`src/rtl/regfile_wb_arb_if.sv`:
```
`default_nettype none
// ============================================================================
// regfile_wb_arb_if : writeback request/grant, issue and register-file bus
// Rev 1.0 - initial release
// ============================================================================
interface regfile_wb_arb_if #(
  parameter int XLEN = 32,
  parameter int NREG = 32
);
  logic            alu_req;
  logic [4:0]      alu_addr;
  logic [XLEN-1:0] alu_data;
  logic            alu_gnt;
  logic            mem_req;
  logic [4:0]      mem_addr;
  logic [XLEN-1:0] mem_data;
  logic            mem_gnt;
  logic            issue_valid;
  logic [4:0]      issue_rd;
  logic            we;
  logic [4:0]      waddr;
  logic [XLEN-1:0] wdata;
  logic [NREG-1:0] busy;

  modport master (
    output alu_req, alu_addr, alu_data, mem_req, mem_addr, mem_data,
           issue_valid, issue_rd,
    input  alu_gnt, mem_gnt, we, waddr, wdata, busy
  );

  modport slave (
    input  alu_req, alu_addr, alu_data, mem_req, mem_addr, mem_data,
           issue_valid, issue_rd,
    output alu_gnt, mem_gnt, we, waddr, wdata, busy
  );
endinterface
`default_nettype wire

```
`src/rtl/regfile_wb_arb.sv`:
```
`default_nettype none
// ============================================================================
// regfile_wb_arb : round-robin ALU/MEM writeback arbiter with busy scoreboard
// Rev 1.0 - initial release
// ============================================================================
module regfile_wb_arb #(
  parameter int XLEN = 32,
  parameter int NREG = 32
) (
  input  logic             clk,
  input  logic             rst,
  input  logic             rdy,
  regfile_wb_arb_if.slave  bus
);

  typedef enum logic {SRC_ALU = 1'b0, SRC_MEM = 1'b1} src_e;

  src_e            last_q, last_d;
  logic            we_q, we_d;
  logic [4:0]      waddr_q, waddr_d;
  logic [XLEN-1:0] wdata_q, wdata_d;
  logic [NREG-1:0] busy_q, busy_d;

  logic            alu_gnt, mem_gnt;
  logic            any_gnt;
  logic [4:0]      win_addr;
  logic [XLEN-1:0] win_data;
  logic [NREG-1:0] set_mask, clr_mask;

  // Grants are gated by rst so they drop the moment reset asserts.
  always_comb begin
    alu_gnt = 1'b0;
    mem_gnt = 1'b0;
    if (rst && rdy) begin
      alu_gnt = bus.alu_req && (!bus.mem_req || last_q == SRC_MEM);
      mem_gnt = bus.mem_req && (!bus.alu_req || last_q == SRC_ALU);
    end
  end

  always_comb begin
    any_gnt  = alu_gnt || mem_gnt;
    win_addr = alu_gnt ? bus.alu_addr : bus.mem_addr;
    win_data = alu_gnt ? bus.alu_data : bus.mem_data;

    last_d  = last_q;
    we_d    = 1'b0;
    waddr_d = waddr_q;
    wdata_d = wdata_q;
    if (alu_gnt) last_d = SRC_ALU;
    if (mem_gnt) last_d = SRC_MEM;
    // x0 grants are consumed but never reach the register file.
    if (any_gnt && win_addr != 5'd0) begin
      we_d    = 1'b1;
      waddr_d = win_addr;
      wdata_d = win_data;
    end

    set_mask = '0;
    clr_mask = '0;
    for (int i = 1; i < NREG; i++) begin
      if (rdy && bus.issue_valid && bus.issue_rd == i[4:0]) set_mask[i] = 1'b1;
      if (any_gnt && win_addr == i[4:0])                   clr_mask[i] = 1'b1;
    end
    // Set is applied after clear so a same-edge issue keeps the bit high.
    busy_d    = (busy_q & ~clr_mask) | set_mask;
    busy_d[0] = 1'b0;
  end

  always_ff @(posedge clk or negedge rst) begin
    if (!rst) begin
      last_q  <= SRC_MEM;
      we_q    <= 1'b0;
      waddr_q <= '0;
      wdata_q <= '0;
      busy_q  <= '0;
    end else begin
      last_q  <= last_d;
      we_q    <= we_d;
      waddr_q <= waddr_d;
      wdata_q <= wdata_d;
      busy_q  <= busy_d;
    end
  end

  assign bus.alu_gnt = alu_gnt;
  assign bus.mem_gnt = mem_gnt;
  assign bus.we      = we_q;
  assign bus.waddr   = waddr_q;
  assign bus.wdata   = wdata_q;
  assign bus.busy    = busy_q;

endmodule
`default_nettype wire
```
`src/flat_wrapper.sv`:
```
// flat-port wrapper written by rule: the top's interface ports become plain ports
module regfile_wb_arb_flat 
#(
  parameter int XLEN = 32,
  parameter int NREG = 32
)
  (clk, rst, rdy, bus_alu_req, bus_alu_addr, bus_alu_data, bus_mem_req, bus_mem_addr, bus_mem_data, bus_issue_valid, bus_issue_rd, bus_alu_gnt, bus_mem_gnt, bus_we, bus_waddr, bus_wdata, bus_busy);
  regfile_wb_arb_if #(.XLEN(XLEN), .NREG(NREG)) bus_i ();
  input  logic clk;
  input  logic rst;
  input  logic rdy;
  input wire logic [$bits(bus_i.alu_req)-1:0] bus_alu_req;
  input wire logic [$bits(bus_i.alu_addr)-1:0] bus_alu_addr;
  input wire logic [$bits(bus_i.alu_data)-1:0] bus_alu_data;
  input wire logic [$bits(bus_i.mem_req)-1:0] bus_mem_req;
  input wire logic [$bits(bus_i.mem_addr)-1:0] bus_mem_addr;
  input wire logic [$bits(bus_i.mem_data)-1:0] bus_mem_data;
  input wire logic [$bits(bus_i.issue_valid)-1:0] bus_issue_valid;
  input wire logic [$bits(bus_i.issue_rd)-1:0] bus_issue_rd;
  output wire logic [$bits(bus_i.alu_gnt)-1:0] bus_alu_gnt;
  output wire logic [$bits(bus_i.mem_gnt)-1:0] bus_mem_gnt;
  output wire logic [$bits(bus_i.we)-1:0] bus_we;
  output wire logic [$bits(bus_i.waddr)-1:0] bus_waddr;
  output wire logic [$bits(bus_i.wdata)-1:0] bus_wdata;
  output wire logic [$bits(bus_i.busy)-1:0] bus_busy;
  assign bus_i.alu_req = bus_alu_req;
  assign bus_i.alu_addr = bus_alu_addr;
  assign bus_i.alu_data = bus_alu_data;
  assign bus_i.mem_req = bus_mem_req;
  assign bus_i.mem_addr = bus_mem_addr;
  assign bus_i.mem_data = bus_mem_data;
  assign bus_i.issue_valid = bus_issue_valid;
  assign bus_i.issue_rd = bus_issue_rd;
  assign bus_alu_gnt = bus_i.alu_gnt;
  assign bus_mem_gnt = bus_i.mem_gnt;
  assign bus_we = bus_i.we;
  assign bus_waddr = bus_i.waddr;
  assign bus_wdata = bus_i.wdata;
  assign bus_busy = bus_i.busy;
  regfile_wb_arb #(.XLEN(XLEN), .NREG(NREG)) u_core (.clk(clk), .rst(rst), .rdy(rdy), .bus(bus_i));
endmodule
```
`config.mk`:
```
export PLATFORM = sky130hd
export DESIGN_NAME = regfile_wb_arb_flat
export DESIGN_NICKNAME = d
export VERILOG_FILES = /design/src/rtl/regfile_wb_arb_if.sv /design/src/rtl/regfile_wb_arb.sv /design/src/flat_wrapper.sv
export SDC_FILE = /design/constraint.sdc
export NUM_CORES = 1
export LEC_CHECK = 0
export ABC_AREA = 0
export BUFFER_PORTS_ARGS = -buffer_cell sky130_fd_sc_hd__buf_2
export CELL_PAD_IN_SITES_DETAIL_PLACEMENT = 0
export CELL_PAD_IN_SITES_GLOBAL_PLACEMENT = 1
export CORE_AREA = 2 2 105 107
export CTS_CLUSTER_DIAMETER = 200
export CTS_CLUSTER_SIZE = 14
export DETAILED_ROUTE_END_ITERATION = 10
export DIE_AREA = 0 0 107 109
export GPL_TIMING_DRIVEN = 0
export HOLD_SLACK_MARGIN = 0.06
export PLACE_DENSITY = 0.77
export RECOVER_POWER = 100
export SLEW_MARGIN = 20
export SYNTH_ARGS = -nofsm -noshare
export SYNTH_HDL_FRONTEND = slang
export SYNTH_SLANG_ARGS = --single-unit
```
`constraint.sdc`:
```
create_clock -name clk -period 2.15 [get_ports clk]
set_input_delay 0.3225 -clock clk [delete_from_list [all_inputs] [get_ports clk]]
set_output_delay 0.3225 -clock clk [all_outputs]
set_load 0.01 [all_outputs]
```
# Word level (Yosys, flattened, before mapping)
# Index checks and enable logic that the tools add are counted.
totals:
  reg_bits: 70
  wordCells: 214
  out_inout_bits: 72
  inputBits: 85
classes:
  n_mux: 69
  n_eq_ne: 62
  n_reduce_logical: 74
  bitwise: 4
ops:
  columns: ["operator", "n"]
  rows:
  - ["$eq A5 B5 Y1 const B", 32]
  - ["$eq A5 B4 Y1 const B", 16]
  - ["$logic_and A1 B1 Y1", 67]
  - ["$mux W1", 67]
  - ["$eq A5 B3 Y1 const B", 8]
  - ["$and A32 B32 Y32", 1]
  - ["$mux W32", 1]
  - ["$not A32 Y32", 1]
  - ["$or A32 B32 Y32", 1]
  - ["$eq A5 B2 Y1 const B", 4]
  - ["$eq A5 B1 Y1 const B", 2]
  - ["$mux W5", 1]
  - ["$reduce_bool A5 Y1", 1]
  - ["$logic_or A1 B1 Y1", 3]
  - ["$logic_not A1 Y1", 2]
  - ["$reduce_bool A2 Y1", 1]
  - ["$not A1 Y1", 1]

# Depth between registers and ports, before layout
# Gate-level depths: netlist of run 1.
logic_depth:
  depth_word: 11
  ltp_mapped: 7
  ltp_nobuf: 4

# Worst setup path before layout of run 1
# No wires, ideal clock.
synth_path:
  path_type: "register -> register"
  start: "register u_core.last_q"
  end: "register u_core.wdata_q[15] (netlist: u_core.bus.wdata[15])"
  required_time_ns: 2.025
  period_less_slack_ns: 1.979
  path_stages_with_launch: 7
  path_buffers: 2
  path_slack_ns: 0.171
  setup_ns: 0.125
  t_arrival_ns: 1.854
  path_cell_list: "dfstp_2 nor2b_1 nor2_1 buf_2 buf_2 mux2_2 mux2_4"
synth_via:
  elab_chain_len: 6
  elab_cells_between_ends: 12
  classes_between: "4 x mux; 1 x bitwise; 7 x reduce/logical"
synth_lines:
  columns: ["element", "line_no", "text"]
  rows:
  - ["start, declared", "regfile_wb_arb.sv:18", "src_e last_q, last_d;"]
  - ["start signal, assigned", "regfile_wb_arb.sv:77", "last_q <= last_d;"]
  - ["$logic_or A1 B1 Y1 *", "regfile_wb_arb.sv:35", "alu_gnt = bus.alu_req && (!bus.mem_req || last_q == SRC_MEM);"]
  - ["$logic_and A1 B1 Y1 *", "regfile_wb_arb.sv:35", null]
  - ["$mux W1 *", "regfile_wb_arb.sv:34", "if (rst && rdy) begin"]
  - ["net bus_alu_gnt", "flat_wrapper.sv:20", "output wire logic [$bits(bus_i.alu_gnt)-1:0] bus_alu_gnt;"]
  - ["$mux W5", "regfile_wb_arb.sv:42", "win_addr = alu_gnt ? bus.alu_addr : bus.mem_addr;"]
  - ["$reduce_bool A5 Y1", "regfile_wb_arb.sv:52", "if (any_gnt && win_addr != 5'd0) begin"]
  - ["$logic_and A1 B1 Y1", "regfile_wb_arb.sv:52", null]
  - ["end signal, assigned", "regfile_wb_arb.sv:80", "wdata_q <= wdata_d;"]
  - ["end, declared", "regfile_wb_arb.sv:21", "logic [XLEN-1:0] wdata_q, wdata_d;"]
# Mark *: on every way through the listed nets, which the timed path passes. The rest lies on a longest branch.
# A chain may end at the register's enable or synchronous reset.

# Worst setup path after layout of run 1
layout_path:
  start: "register u_core.last_q"
  end: "register u_core.busy_q[17] (netlist: u_core.bus.busy[17])"
layout_via:
  elab_chain_len: 10
  elab_cells_between_ends: 15
  classes_between: "1 x eq/ne; 4 x mux; 4 x bitwise; 6 x reduce/logical"
layout_lines:
  columns: ["element", "line_no", "text"]
  rows:
  - ["$logic_or A1 B1 Y1 / $not A1 Y1 (equally long branches)", "regfile_wb_arb.sv:35, regfile_wb_arb.sv:36", null]
  - ["$logic_and A1 B1 Y1 / $logic_or A1 B1 Y1 (equally long branches)", "regfile_wb_arb.sv:35, regfile_wb_arb.sv:36", null]
  - ["$mux W1 / $logic_and A1 B1 Y1 (equally long branches)", "regfile_wb_arb.sv:34, regfile_wb_arb.sv:36", null]
  - ["$mux W5 / $mux W1 (equally long branches)", "regfile_wb_arb.sv:42, regfile_wb_arb.sv:34", null]
  - ["$eq A5 B5 Y1 / $logic_or A1 B1 Y1 (equally long branches)", "regfile_wb_arb.sv:62, regfile_wb_arb.sv:41", null]
  - ["$logic_and A1 B1 Y1 *", "regfile_wb_arb.sv:62", "if (any_gnt && win_addr == i[4:0]) clr_mask[i] = 1'b1;"]
  - ["$mux W1 *", "regfile_wb_arb.sv:62", null]
  - ["$not A32 Y32 *", "regfile_wb_arb.sv:65", "busy_d = (busy_q & ~clr_mask) | set_mask;"]
  - ["$and A32 B32 Y32 *", "regfile_wb_arb.sv:65", null]
  - ["$or A32 B32 Y32 *", "regfile_wb_arb.sv:65", null]
  - ["net u_core.busy_d[17]", "regfile_wb_arb.sv:22", "logic [NREG-1:0] busy_q, busy_d;"]
  - ["end signal, assigned", "regfile_wb_arb.sv:81", "busy_q <= busy_d;"]
  - ["end, declared", "regfile_wb_arb.sv:22", null]
# Marked as above.

==> results of run 1 <==
path summary, 6_finish.rpt:
path / slack [ns] / depth (start not counted) / to
setup / recovery: 0.08 / 4 / u_core.bus.busy[17]
hold / removal: 0.28 / 3 / u_core.last_q
setup reg to reg: 0.08 / 4 / u_core.bus.busy[17]
hold reg to reg: 0.50 / 1 / u_core.bus.busy[30]
max in group asynchronous: 0.50 / 4 / u_core.bus.wdata[12]
min in group asynchronous: 0.80 / 3 / u_core.last_q
per-stage QoR:
stage | hold WS (ns) | cell area (um^2) | util
final | 0.277 | 4970 | 0.469
after global routing | 0.289 | 4970 | 0.469
after CTS | 0.255 | 5070 | 0.479
after detailed placement | 0.319 | 4770 | 0.450
after global placement | 0.473 | 4750 | 0.448
after floorplan | 0.0269 | 3800 | -
logic make-up (layout without fill, tap and decap cells):
| kind of cell | count (synthesis) | after routing | synth area share |
|---|---|---|---|
| compound gates | 82 | 82 | 0.179 |
| mux | 73 | 73 | 0.244 |
| flops | 70 | 70 | 0.461 |
| simple gates | 51 | 51 | 0.0789 |
| buf+inv | 23 | 199 | 0.0362 |
| other cells | 1 | 2 | 0.000986 |
flip-flops by register name, summed over array words and instances (netlist names):
name / cells
u_core.bus.wdata: 32
u_core.bus.busy: 31
u_core.bus.waddr: 5
u_core.bus.we: 1
u_core.last_q: 1
Yosys cell counts (3+ instances only):
cell type / instances / area [um^2]
o22ai_1: 28 / 175
and3_1: 3 / 18.8
a21oi_1: 5 / 25.0
nor3_1: 3 / 15.0
mux2_2: 43 / 484
nand3_1: 3 / 15.0
a2111oi_2: 6 / 90.1
dfrtp_1: 69 / 1730
a32o_1: 8 / 80.1
nor2_1: 11 / 41.3
nor4_1: 3 / 18.8
inv_1: 3 / 11.3
a2bb2o_1: 4 / 40.0
mux2_4: 29 / 435
clkbuf_1: 7 / 26.3
a22o_1: 23 / 201
nand2b_1: 9 / 56.3
nor4b_1: 3 / 26.3
nand2_1: 6 / 22.5
nor2b_1: 3 / 18.8
buf_2: 5 / 25.0
power by group through the flow:
stage,Sequential [uW],Clock (uW),Combinational (uW)
floorplan,1870,0,489
global placement,1750,0,1090
detailed placement,1760,0,1110
CTS,1740,979,1140
global route,1790,1040,1140
finish,1750,940,1050
layer usage:
layer  vias up  track usage  part of all wire  wire length (um)
li1       1520            -                 -                 -
met1      1536        0.256              0.44              4820
met2       158        0.312              0.46              5020
met3        10       0.0705             0.096              1060
met4         0       0.0547            0.0091               100
met5         -            0                 0                 0
worst register-to-register path, cell delays in order (launching register included):
cell      delay, ns
dfstp_2        0.56
nor2b_1        0.10
nor4b_2        0.75
a2bb2o_1       0.35
a22o_1         0.19
final cells by class:
| type | instances | share of cell area |
|---|---|---|
| antenna | 1 | 0.000503 |
| buffer | 20 | 0.0249 |
| clock buffer | 14 | 0.0327 |
| clock inverter | 1 | 0.00101 |
| inverter | 3 | 0.00227 |
| multi-input combinational | 207 | 0.400 |
| sequential | 70 | 0.353 |
| tap | 140 | 0.0352 |
| timing repair buffer | 161 | 0.151 |
repair_timing:
| action | in CTS | in global routing |
|---|---|---|
| hold buffers | 5 | 0 |
| endpoints found under the setup margin | 68 | 26 |
| endpoints found under the hold margin | 35 | 0 |
| pin swaps | 0 | 1 |
| setup buffers | 0 | 1 |
| resized for setup | 12 | 12 |
==> impl_metrics.toml, run 1 <==
[outcome]
status = "finished clean"

[die]
die_y_um = 109
rows = 38
die_w_um = 107
dieArea_mm2 = 0.0117
num_io_pins = 157
start_util = 0.359
fp.coreArea_mm2 = 0.0106

[clock_tree]
clkSinkCount = 70
cts_buffers = 9
clk_latency_ns = 0.34
h-tree-depth = 3
clockBufferDepth = 2
cts_tree = "done"
clk_pin_slew_ns = 0.07
clockRootBuffer = "clkbuf_8"

[worst_setup_path]
cp_max_fo = 8
arrival_ns = 2.29
crit_start = "u_core.last_q"
critical-path-top-delay-family = "simple AND/OR/NAND/NOR gates"
cp_cell_sequence = "nor2b_1, nor4b_2, a2bb2o_1, a22o_1"
path_buf_inv = 0
endpoint_kind = "register"
slowest_delay_ns = 0.75
cp.required_ns = 2.38
r2r_start = "u_core.last_q"
crit_type = "reg -> reg"
cp_slowest_cell = "nor4b_2"
critPathLaunchType = "register"

[sta]
fin_crit_ns = 2.07
fin_tns_setup_ns = 0
fin_ws_ns = 0.0836
maxSlewViolCount = 0
worst_pin_slew_ns = 0.896
slew_headroom = 0.403
min_period_over_period = 0.961
fmax_ghz = 0.484
hold_viol = 0
rsz0062_at_grt = "false"
fin_skew_ns = 0.00260
setup-violations-final = 0

[yosys]
ys_warn_count = 0
async_flop_share = 1.00
ys_ff_latch = 70
syn-cell-area_mm2 = 0.00380
synth_edf_count = 0
synth_nets = 385
synth_ff_type = "dfrtp_1"
yosysUniqueCellTypes = 41
synth-seq-area-share = 0.461
syn_inst = 300
syn_area_per_cell_um2 = 12.7

[global_routing]
antenna_found_initial = 0
grt_pass1_vias = 3358
grt_max_degree = 36
grtUsageTotal = 0.197
overflow = 0
grt_pass1_wl_mm = 17.7

[job]
drv_cap = 0

[detailed_routing]
ant_nets = 0
drc = 0
viasPerCell = 5.23
wire_per_inst_um = 17.8
drt-pass1-iter-count = 4
wirelength_mm = 11.0
vias = 3224
drt_iter0_markers = 159

[power_and_ir_drop]
pwr-share-comb = 0.280
ir_drop_v = 0.000278
power.leakage_uw = 0.00213
power_frac_clock = 0.252
switching_share = 0.310
p_int_uw = 2580
pwr-share-seq = 0.469
power_uw = 3740
switching_power_uw = 1160
power_density_mw_per_mm2 = 752

[finish]
multi_input_area_mm2 = 0.00199
final_common_cell = "buf_2"
drive_above_1_share = 0.431
seq_area_mm2 = 0.00175
fillCellCount = 1029
final-instance-count-excl-fill = 617
area_delta_synth_final_pct = 30.6
final_cell_mix = "buf_2, clkbuf_1, dfrtp_1, mux2_2"
nNetsFinal = 557

[min_path]
min_from = "bus_mem_req"
worstHoldPathType = "in -> reg"

[place]
post-dp-hpwl_mm = 8.27
portBuffers = 154
gp_congestion = 0.873
dp_slack_ns = -0.844
dp_cells = 595
(Power assumes the default switching activity.)
==> inputs of run 2 (changes only) <==
CELL_PAD_IN_SITES_DETAIL_PLACEMENT = 1   (was 0)
==> impl_metrics.toml, run 2 (synthesis gave the netlist of run 1 again) <==
[power_and_ir_drop]
power.leakage_uw = 0.00215
power_density_mw_per_mm2 = 757
ir_drop_v = 0.000299

[detailed_routing]
drt-met1-wl_mm = 5.00
ant_nets = 0
wire_per_inst_um = 19.3
drc = 0
vias = 3357
wl_met3_mm = 1.02
top_layer_used = "met4"
drt-pass1-iter-count = 4
wirelength_mm = 11.9
met2WireLength_mm = 5.74
drt_iter0_markers = 96
viasPerCell = 5.44

[worst_setup_path]
r2r_start = "u_core.last_q"
cp_common_cell = "buf_6"
crit_start = "u_core.last_q"
crit_type = "reg -> out"
cp_slowest_cell = "dfstp_2"
crit_path_end = "bus_alu_gnt"
cp.required_ns = 1.83
r2r-end = "u_core.bus.busy[17]"
cp_max_fo = 10
endpoint_kind = "output pin"
reg2reg_depth = 4
critPathLaunchType = "register"
slowest_delay_ns = 0.56
cp_cell_sequence = "nor2b_1, nor2_2, buf_6, buf_6, buf_2"
r2r_setup_slack_ns = 0.10
arrival_ns = 1.75

[sta]
fmax_ghz = 0.482
fin_skew_ns = 0.00588
fin_crit_ns = 2.07
worst_pin_slew_ns = 0.910
rsz0062_at_grt = "true"
setup-violations-final = 0
min_period_over_period = 0.965
slew_headroom = 0.394
maxSlewViolCount = 0
hold_viol = 0
fin_tns_setup_ns = 0

[clock_tree]
cts_tree = "done"
clockRootBuffer = "clkbuf_8"
clockBufferDepth = 2
h-tree-depth = 3
clk_pin_slew_ns = 0.07
cts_buffers = 9
clk_latency_ns = 0.34
clkSinkCount = 70

[place]
portBuffers = 154
post-dp-hpwl_mm = 9.23
gp_congestion = 0.873

[global_routing]
antenna_found_initial = 0
grt_pass1_wl_mm = 18.9
overflow = 0
grt_max_degree = 36
grtUsageTotal = 0.211
grt_pass1_vias = 3599

[finish]
drive_above_1_share = 0.434
n_antenna_cell = 0
final_cell_mix = "buf_2, clkbuf_1, dfrtp_1, mux2_2, mux2_4"
final_common_cell = "buf_2"
utilization = 0.470
area_delta_synth_final_pct = 31.1
fillCellCount = 1231
nNetsFinal = 558
largest_reg_flops = 32

[die]
die_w_um = 107
start_util = 0.359
dieArea_mm2 = 0.0117
die_y_um = 109
num_io_pins = 157
fp.coreArea_mm2 = 0.0106
rows = 38

[job]
drv_cap = 0

[outcome]
status = "finished clean"

[min_path]
worstHoldPathType = "in -> reg"
## run 2: report_power, final
| part | switching [uW] | internal, uW |
|---|---|---|
| sequential | 167 | 1590 |
| combinational | 545 | 521 |
| clock | 477 | 476 |
| total | 1190 | 2580 |
## run 2: how the worst min path moves through the flow
stage / endpoint / slack (ns) / startpoint / cells after the start
3_3_place_gp: u_core.bus.busy[31] / 0.47 / u_core.bus.busy[31] / 1
5_1_grt: u_core.last_q / 0.29 / bus_mem_req / 3
4_1_cts: u_core.last_q / 0.27 / bus_mem_req / 3
6_report: u_core.last_q / 0.29 / bus_mem_req / 3
3_5_place_dp: u_core.bus.busy[31] / 0.32 / rst / 1
2_1_floorplan: u_core.bus.busy[10] / 0.03 / rst / 0
## run 2: routing by layer
metal | up-vias | global-route usage
met4 | 0 | 0.0770
met3 | 17 | 0.0586
met1 | 1661 | 0.257
met5 | - | 0
li1 | 1516 | -
met2 | 163 | 0.359
## run 2: what timing repair did
action | 4_1_cts | 5_1_grt
setup buffers | 0 | 2
endpoints found under the hold margin | 35 | 0
hold buffers | 5 | 0
pin swaps | 0 | 1
gates resized for setup | 10 | 14
setup endpoints to repair | 69 | 35
## run 2: layout make-up
class	count	area, um^2	area share
well taps	140	175	0.0351
clock buffers	14	163	0.0326
plain buffers	20	141	0.0283
clock inverters	1	5.00	0.00100
inverters	3	11.3	0.00226
multi-input cells	207	1990	0.398
flip-flops and latches	70	1750	0.351
repair buffers	162	753	0.151
## run 2: worst max-delay path: cells and delay by family, from the launching register on
kind                   cells  cell delay, ns
DFF                        1            0.56
buffers and inverters      3            0.50
and+or+nand+nor            2            0.34
## run 2: through the flow
stage	power (uW)	hold WS [ns]	cell area (um^2)	cells	setup WS [ns]
6_report	3770	0.289	4990	617	0.0756
2_1_floorplan	2360	0.0269	3800	300	0.171
5_1_grt	3990	0.295	4990	617	-0.0359
3_5_place_dp	2890	0.321	4770	595	-0.870
4_1_cts	3890	0.268	5050	615	-0.167
3_3_place_gp	2850	0.473	4750	594	-1.50
==> inputs of run 3 (changes only) <==
CORE_AREA = 2 2 116 118   (was 2 2 105 107)
DIE_AREA = 0 0 118 120   (was 0 0 107 109)
MAX_ROUTING_LAYER = met4   (was unset)
PLACE_DENSITY = 0.64   (was 0.77)
==> impl_metrics.toml, run 3 (synthesis gave the netlist of run 1 again) <==
[place]
post-dp-hpwl_mm = 9.29
dp_cells = 631
gp_congestion = 0.880
portBuffers = 154
dp_slack_ns = -0.597
place_area_mm2 = 0.00482

[global_routing]
grt.met1_usage = 0.229
overflow = 0
grt_pass1_vias = 3534
grt.busiest_layer = "met2"
grtUsageTotal = 0.184
grt_max_degree = 42
met2_usage = 0.294
use_met3 = 0.0437
antenna_found_initial = 0
grt_pass1_wl_mm = 19.5

[finish]
final-instance-count-excl-fill = 650
nNetsFinal = 554
n_antenna_cell = 0
drive_above_1_share = 0.584
final_area_mm2 = 0.00519
final_cell_mix = "buf_2, dfrtp_1, mux2_2, mux2_4, o22ai_1"
final_common_cell = "buf_2"
largest_reg_flops = 32
area_delta_synth_final_pct = 36.3

[power_and_ir_drop]
power.leakage_uw = 0.00240
ir_drop_v = 0.000319
power_uw = 4240
power_density_mw_per_mm2 = 817

[die]
die_y_um = 120
num_io_pins = 157
rows = 42
fp.coreArea_mm2 = 0.0130
dieArea_mm2 = 0.0142
die_w_um = 118
start_util = 0.293

[clock_tree]
clockBufferDepth = 2
cts_tree = "done"
clk_pin_slew_ns = 0.05
cts_buffers = 9
h-tree-depth = 3
clockRootBuffer = "clkbuf_16"
clk_latency_ns = 0.34
clkSinkCount = 70

[job]
drv_cap = 0

[worst_setup_path]
crit_type = "reg -> reg"
slowest_delay_ns = 0.58
cp_max_fo = 10
r2r-end = "u_core.bus.busy[11]"
r2r_start = "u_core.last_q"
path_buf_inv = 1
reg2reg_depth = 5
arrival_ns = 2.29
critPathLaunchType = "register"
crit_start = "u_core.last_q"
cp_cell_sequence = "nand2b_1, clkbuf_4, a2111oi_2, o22ai_1, a32o_1"
cp_slowest_cell = "a2111oi_2"
r2r_setup_slack_ns = 0.09
cp.required_ns = 2.37
endpoint_kind = "register"
critical-path-top-delay-family = "compound AO/OA/AOI/OAI gates"

[detailed_routing]
ant_nets = 0
drc = 0
vias = 3353
viasPerCell = 5.16
wirelength_mm = 12.3
drt-pass1-iter-count = 4
drt_iter0_markers = 151
wire_per_inst_um = 19.0

[sta]
slew_headroom = 0.324
holdWs_ns = 0.284
fin_ws_ns = 0.0863
fin_crit_ns = 2.06
maxSlewViolCount = 0
min_period_over_period = 0.960
fin_skew_ns = 0.00517
hold_viol = 0
worst_pin_slew_ns = 1.01
fmax_ghz = 0.485
setup-violations-final = 0

[min_path]
min_from = "bus_mem_req"
worstHoldPathType = "in -> reg"
min_to = "u_core.last_q"
whs_path_depth = 3

[outcome]
status = "finished clean"
-- run 3: cell count changes in the layout (fill, tap and decap cells not counted), moves of 2 or more --
cell       before  now
clkbuf_1       78    7
buf_2          86  155
clkbuf_8       11    1
clkbuf_16       0    9
clkinv_2        1    3
-- run 3: power breakdown --
part	switching, uW	internal (uW)	total [uW]
clock	549	806	1360
sequential	155	1590	1740
combinational	552	588	1140
total	1260	2980	4240
-- run 3: worst min-delay path: cells and delay by family --
family                 cells  cell delay, ns
buffers and inverters      1            0.13
AOI/OAI and AO/OA          1            0.08
and+or+nand+nor            1            0.08
-- run 3: how the worst max path moves through the flow --
stage / endpoint / slack [ns] / cells past startpoint
floorplan: u_core.bus.wdata[15] / 0.17 / 6
global placement: u_core.bus.wdata[15] / -1.58 / 7
detailed placement: u_core.bus.wdata[19] / -0.60 / 7
CTS: u_core.bus.busy[27] / -0.06 / 5
global route: u_core.bus.waddr[2] / -0.006 / 6
finish: u_core.bus.busy[11] / 0.09 / 5
-- run 3: layer usage --
metal	routed length, um	share of wire	vias to the layer above
met5	0	0	-
met4	171	0.014	0
met3	811	0.066	15
met2	5930	0.48	134
met1	5430	0.44	1684
li1	-	-	1520
-- run 3: repair_timing --
| item | 4_1_cts | 5_1_grt |
|---|---|---|
| resized for setup | 8 | 14 |
| hold buffers | 2 | 0 |
| pin swaps | 1 | 0 |
| setup endpoints to repair | 40 | 28 |
| setup buffers | 2 | 0 |
| hold endpoints to repair | 28 | 0 |
-- run 3: metrics by stage --
step	setup TNS (ns)	utilization
after floorplan	0	-
after global placement	-99.90	0.369
after detailed placement	-26.44	0.371
after CTS	-0.235	0.397
after global routing	-0.00655	0.400
final	0	0.400
-- run 3: cell type report --
type,count,area [um^2]
Clock buffer,12,246
Fill cell,1469,7790
Inverter,3,11.3
Clock inverter,4,22.5
Timing Repair Buffer,159,805
Multi-Input combinational cell,207,1990
Buffer,19,134
Tap cell,176,220
Sequential cell,70,1750
